--- config.mk ---
export PLATFORM = sky130hd
export DESIGN_NAME = fifo_uart_tx
export DESIGN_NICKNAME = d
export VERILOG_FILES = /design/src/rtl/fifo_uart_tx.sv
export SDC_FILE = /design/constraint.sdc
export NUM_CORES = 1
export LEC_CHECK = 0
export ABC_CLOCK_PERIOD_IN_PS = 2600
export BUFFER_PORTS_ARGS = -buffer_cell sky130_fd_sc_hd__buf_4
export CORE_MARGIN = 10
export CORE_UTILIZATION = 35
export CTS_CLUSTER_DIAMETER = 150
export DETAILED_ROUTE_END_ITERATION = 10
export PLACE_DENSITY = 0.6
export RECOVER_POWER = 50
export SLEW_MARGIN = 20
export SYNTH_ARGS = -nofsm -noshare
export SYNTH_HDL_FRONTEND = slang
export SYNTH_SLANG_ARGS = --single-unit
export TNS_END_PERCENT = 5
--- constraint.sdc ---
create_clock -name clk -period 2.6 [get_ports clk]
set_input_delay 0.52 -clock clk [delete_from_list [all_inputs] [get_ports clk]]
set_output_delay 0.52 -clock clk [all_outputs]
set_load 0.005 [all_outputs]
--- src/rtl/fifo_uart_tx.sv ---
// UART transmitter fed directly from a synchronous FIFO read port.
// Pops one byte per frame and serialises it: start, data LSB first, optional even parity, stop.
module fifo_uart_tx #(
  parameter int unsigned DATA_WIDTH   = 8,
  parameter int unsigned CLKS_PER_BIT = 868,
  parameter int unsigned PARITY_EN    = 0
) (
  input  logic                  clk,
  input  logic                  rst,
  input  logic                  fifo_empty,
  input  logic [DATA_WIDTH-1:0] fifo_rd_data,
  output logic                  fifo_rd_en,
  output logic                  tx,
  output logic                  busy,
  output logic                  tx_done
);

  localparam int unsigned BAUD_W = $clog2(CLKS_PER_BIT);
  localparam int unsigned BIT_W  = (DATA_WIDTH > 1) ? $clog2(DATA_WIDTH) : 1;

  typedef enum logic [2:0] {
    IDLE,
    START,
    DATA,
    PARITY,
    STOP
  } state_t;

  state_t                r_state;
  state_t                w_next;
  logic [BAUD_W-1:0]     r_baud;
  logic [BIT_W-1:0]      r_bit;
  logic [DATA_WIDTH-1:0] r_shift;
  logic [DATA_WIDTH-1:0] w_shift_next;
  logic                  r_par;
  logic                  r_tx;
  logic                  r_done;
  logic                  w_tx_next;
  logic                  w_bit_end;
  logic                  w_last_bit;
  logic                  w_pop;

  assign w_bit_end  = (r_baud == BAUD_W'(CLKS_PER_BIT - 1));
  assign w_last_bit = (r_bit == BIT_W'(DATA_WIDTH - 1));
  assign w_pop      = (r_state == IDLE) && !fifo_empty && !rst;

  assign fifo_rd_en = w_pop;
  assign tx         = r_tx;
  assign busy       = (r_state != IDLE);
  assign tx_done    = r_done;

  always_comb begin
    w_next       = r_state;
    w_shift_next = r_shift;
    case (r_state)
      IDLE: begin
        if (w_pop) begin
          w_next       = START;
          w_shift_next = fifo_rd_data;
        end
      end
      START: begin
        if (w_bit_end) w_next = DATA;
      end
      DATA: begin
        if (w_bit_end) begin
          w_shift_next = r_shift >> 1;
          if (w_last_bit) w_next = (PARITY_EN != 0) ? PARITY : STOP;
        end
      end
      PARITY: begin
        if (w_bit_end) w_next = STOP;
      end
      STOP: begin
        if (w_bit_end) w_next = IDLE;
      end
      default: w_next = IDLE;
    endcase
  end

  // tx is registered from the next state so the line level lands together with the state change
  always_comb begin
    w_tx_next = 1'b1;
    case (w_next)
      START:   w_tx_next = 1'b0;
      DATA:    w_tx_next = w_shift_next[0];
      PARITY:  w_tx_next = r_par;
      default: w_tx_next = 1'b1;
    endcase
  end

  always_ff @(posedge clk) begin
    if (rst) begin
      r_state <= IDLE;
      r_baud  <= '0;
      r_bit   <= '0;
      r_shift <= '0;
      r_par   <= 1'b0;
      r_tx    <= 1'b1;
      r_done  <= 1'b0;
    end else begin
      r_state <= w_next;
      r_shift <= w_shift_next;
      r_tx    <= w_tx_next;
      r_done  <= (r_state == STOP) && w_bit_end;
      if (w_pop) r_par <= ^fifo_rd_data;
      if (r_state == IDLE || w_bit_end) r_baud <= '0;
      else                               r_baud <= r_baud + 1'b1;
      if (r_state == DATA && w_bit_end) r_bit <= w_last_bit ? '0 : r_bit + 1'b1;
    end
  end

  a_pop_not_empty : assert property (@(posedge clk) fifo_rd_en |-> !fifo_empty);
  a_pop_in_idle   : assert property (@(posedge clk) fifo_rd_en |-> (r_state == IDLE));
  a_idle_line_hi  : assert property (@(posedge clk) disable iff (rst) (r_state == IDLE) |-> r_tx);
  a_busy_fall     : assert property (@(posedge clk) disable iff (rst)
                                     $fell(busy) |-> (tx_done || $past(rst)));

endmodule

======== Word level (Yosys, flattened, before mapping) ========
Cells that the tools add are included.
operators by class
  $add $sub $neg .......................... 2
  reductions and logical operators ........ 13
  multiplexer cells ....................... 12
  eq/ne operators ......................... 11
operator list
  cell                     number
  $mux W3                  7
  $mux W8                  2
  $pmux W8 S2              1
  $pmux W3 S5              1
  $eq A3 B2 Y1 const B     4
  $add A10 B1 Y10 const B  1
  $eq A10 B10 Y1 const B   1
  $reduce_xor A8 Y1        1
  $eq A3 B1 Y1 const B     2
  $eq A3 B3 Y1 const B     2
  $logic_and A1 B1 Y1      4
  $ne A2 B2 Y1 const B     2
  $add A3 B1 Y3 const B    1
  $logic_not A3 Y1         1
  $pmux W1 S3              1
  $reduce_and A3 Y1        1
  $reduce_bool A3 Y1       1
  $logic_not A1 Y1         2
  $reduce_bool A2 Y1       1
  $reduce_or A2 Y1         1
  $logic_or A1 B1 Y1       1
word-level totals
  register bits after elaboration ......... 27
  bits of input ports ..................... 11
  word-level logic and storage cells ...... 46
  output and inout port bits .............. 4

======== Logic depth before layout (Yosys ltp) ========
  depth in word-level cells ............... 7
  gate-level depth with buffers ........... 8
  mapped depth without buffers ............ 6

======== Least setup slack after synthesis ========
OpenSTA, ideal clock, no wires.
  path kind ............................... in2out
  start ................................... input rst
  end ..................................... output fifo_rd_en
  arrival time ............................ 1.371 ns
  slack ................................... 0.709 ns
  required time ........................... 2.080 ns
  buffers on the path ..................... 3
  stages on the path ...................... 5
  cell sequence ........................... clkbuf_1 or3_1 buf_2 inv_1 buf_4
on the way
  cells in the longest elaborated chain, start to end .. 2
ends and longest elaborated chain
  item                 RTL line  source
  start, declared      9         input logic rst,
  $logic_not A1 Y1     45        assign w_pop = (r_state == IDLE) && !fifo_empty && !rst;
  $logic_and A1 B1 Y1  45
  end, declared        12        output logic fifo_rd_en,
Every way passes these cells.

======== Final worst setup path ========
  start ................................... register r_state[2]
  end ..................................... output fifo_rd_en
on the way
  cells in the longest elaborated chain, start to end .. 3
ends and longest elaborated chain
  item                              RTL line  source
  start, declared                   29        state_t r_state;
  start signal, assigned            102       r_state <= w_next;
  $logic_not A3 Y1                  45
  $logic_and A1 B1 Y1 (2 in a row)  45
Every way passes these cells.

==> summary.md <==
| Metric | Value |
|---|---|
| Mapped cell area | 1240 sq um |
| Core area | roughly 3400 sq um |
| Final Skew | approximately 0.015 ns |
| Synth top area share | a little over two fifths |
| Hpwl dp | around 1700 microns |
| Worst EP arrival | roughly 1.9 ns |
| Vias in the first global route | between 800 and 900 |
| Yosys warnings | 0 |
| Die Footprint | ~6300 sq um |
| Unique masters post-synth | 34 |
| Worst-path clk slew | 0.15 ns |
| Worst Hold Class | input pin to register |
| Worst hold-check slack | about 0.43 ns |
| Root buf cell | clkbuf_4 |
| Total DRC errors in the routed layout | 0 |
| Clk_lat worst skew | about 0.33 ns |
| Dpl cells | between 150 and 200 |
| Share of cells above drive strength 1 | ~13% |
| Total grt overflow | 0 |
| Area after DPL | 1370 sq um |
| Worst Path Max Fanout | 11 |
| Hold Fails Final Rpt | 0 |
| Placer Congestion | roughly 0.75 |
| Tot GR Track Use | between 7 and 8% |
| Global-route wire length before repair | between 4000 and 5000 microns |
| MaxCap Viol Count | 0 |
| Sequential fraction of the synthesis area | 43.7% |
| Endpoints failing setup | 0 |
| Syn Inst Count | approximately 140 |
| Synthesized area per cell | ~9 sq um |
| Outcome | completed |
| Crit path kind | register to primary output |
| Slew Limit Fails | 0 |
| PortBufs | 14 |
| Design Area, Final | around 1400 sq um |
| Fin crit period | about 2.4 ns |
| Fin Setup TNS | 0 ns |
| DRT Pass-1 Iters | 4 |
| Fin cells | slightly below 200 |
| I/O pins | 15 |
| Kind of end point of the critical path | primary output |
| Setup WS post-layout | about 0.16 ns |
| Vias per cell | between 4 and 5 |
| TritonCTS buffer count | 3 |
| Antenna cell count | 0 |
| Initial DRC count | 46 |
| Vias | between 900 and 1000 |
| DIE WIDTH | roughly 79 microns |
| Synth Register Bits | 27 |
| Initial antenna violation count | 0 |
| Area added between synthesis and finish | 10.7% |
| Finished Core Util | 40.4% |
| Slew margin rel. | 57.6% |
| FMAX | slightly above 0.4 GHz |
| Overall power | 0.688 mW |
| Sink Count | 27 |
| CP Launch Type | register |
| Leak Pwr | 0.479 nW |
| H-tree Lvls | 1 |
| WL/cell | roughly 12 microns |
| Synth area leaders | dfxtp_1 (44%), xnor2_1 (8.5%), nand2_1 (4.9%), nor2_1 (4.6%), a21oi_1 (4.4%) |
| Pin count of the biggest net entering global routing | 20 |
| Final period util | 93.8% |
| CTS tree | built |
| Area leader, netlist | dfxtp_1 |
| Die H | approximately 79 microns |
| Maximum vdd drop | about 0.00024 V |
| RSZ-0062 raised after global routing | no |
| Worst slew pin tran | around 0.63 ns |
| Post-route ant nets | 0 |
| # Post-CTS Setup Buffers | 0 |
| Initial core utilization | about 37% |
| Nets | roughly 170 |
| Worst EP required | approximately 2.1 ns |
| Post-Syn Nets | about 150 |
| Cell Rows | 21 |
| Drt total wl | between 2000 and 2500 microns |
| PD cells | about 500 nW/um^2 |
| Clock tree buffer depth | 2 |
| Worst slack, placed | around 0.42 ns |
==> metal layers <==
layer | GRT usage, % | vias up | part of all wire [%]
met4 | 2.15 | 0 | 0.86
met1 | 9.34 | 444 | 47
met2 | 12.5 | 16 | 46
met3 | 3.60 | 2 | 5.2
li1 | - | 504 | -
met5 | 0 | - | 0
==> critical path: stages (launching register included) <==
cell and delay [ns]:
dfxtp_1 0.38, or3_1 0.42, or3_1 0.43, inv_2 0.21, buf_4 0.15
==> synth_stat cells <==
cell type	count
buf_2	1
nand2_1	16
and4_1	3
inv_1	3
nor2b_1	2
o2bb2ai_1	1
nand3_1	5
nor3b_1	3
dfxtp_1	27
buf_4	1
a21oi_1	11
a211oi_1	1
o21ai_0	2
nor2_1	15
and3b_1	1
o41ai_1	1
o21ai_1	1
clkbuf_1	4
and3_1	1
xnor2_1	12
xor2_1	3
nand3b_1	2
nor3_1	3
or3b_2	1
a22oi_1	6
o22ai_2	1
or3_1	1
or3_4	1
a311o_1	1
ha_1	3
and2_1	1
nor4b_4	1
nand4_1	2
nand3_2	1
==> sequential cells by signal, summed over array words and instances (netlist names) <==
name     cells
r_baud      10
r_shift      8
r_bit        3
r_state      3
r_par        1
tx           1
tx_done      1
==> area by class of cell <==
type / instances / area [sq um]
Sequential cell: 27 / 541
Fill cell: 347 / 2020
Inverter: 3 / 11.3
Timing Repair Buffer: 14 / 101
Tap cell: 46 / 57.6
Multi-Input combinational cell: 102 / 633
Clock buffer: 4 / 26.3
==> cells by family after synthesis <==
logic type      Yosys count  share of synthesized area [%]
compound gates           25                           13.1
simple gates             59                           26.4
fa+ha+maj                 3                           3.03
flops                    27                           43.7
xor+xnor                 15                           10.6
buf+inv                   9                           3.13
==> placed cells by master (no fill, tap or decap), drive strengths merged <==
cell type / synthesis / final
dfxtp: 27 / 27
nand2: 16 / 16
nor2: 15 / 15
xnor2: 12 / 12
a21oi: 11 / 11
buf: 2 / 11
clkbuf: 4 / 7
nand3: 6 / 6
a22oi: 6 / 6
nor3b: 3 / 3
and4: 3 / 3
nor3: 3 / 3
xor2: 3 / 3
ha: 3 / 3
o21ai: 3 / 3
inv: 3 / 3
or3: 2 / 2
nand3b: 2 / 2
nand4: 2 / 2
nor2b: 2 / 2
and2: 1 / 1
nor4b: 1 / 1
and3b: 1 / 1
o22ai: 1 / 1
o2bb2ai: 1 / 1
o41ai: 1 / 1
a311o: 1 / 1
or3b: 1 / 1
a211oi: 1 / 1
and3: 1 / 1
==> report_power, final <==
group | internal (mW) | total [mW] | switching (mW)
Sequential | 0.426 | 0.433 | 0.00721
Combinational | 0.0372 | 0.0740 | 0.0368
Clock | 0.0601 | 0.181 | 0.121
==> path summary, 6_finish.rpt <==
check,start,to,slack [ns],depth (start not counted)
worst min-delay path,fifo_rd_data[7],r_shift[7]$_SDFFE_PP0P_,0.43,3
worst min register to register,r_bit[2]$_SDFFE_PP0P_,r_bit[2]$_SDFFE_PP0P_,0.47,2
worst max register to register,r_baud[0]$_SDFF_PP0_,r_state[1]$_SDFF_PP0_,0.27,5
worst max-delay path,r_state[2]$_SDFF_PP0_,fifo_rd_en,0.16,4
==> what timing repair did <==
item                                    4_1_cts  5_1_grt
hold buffers                                  0        0
endpoints found under the setup margin        0        1
resized for setup                             0        1
hold endpoints to repair                      0        0
Note: power is estimated with default switching activity, not from simulation.
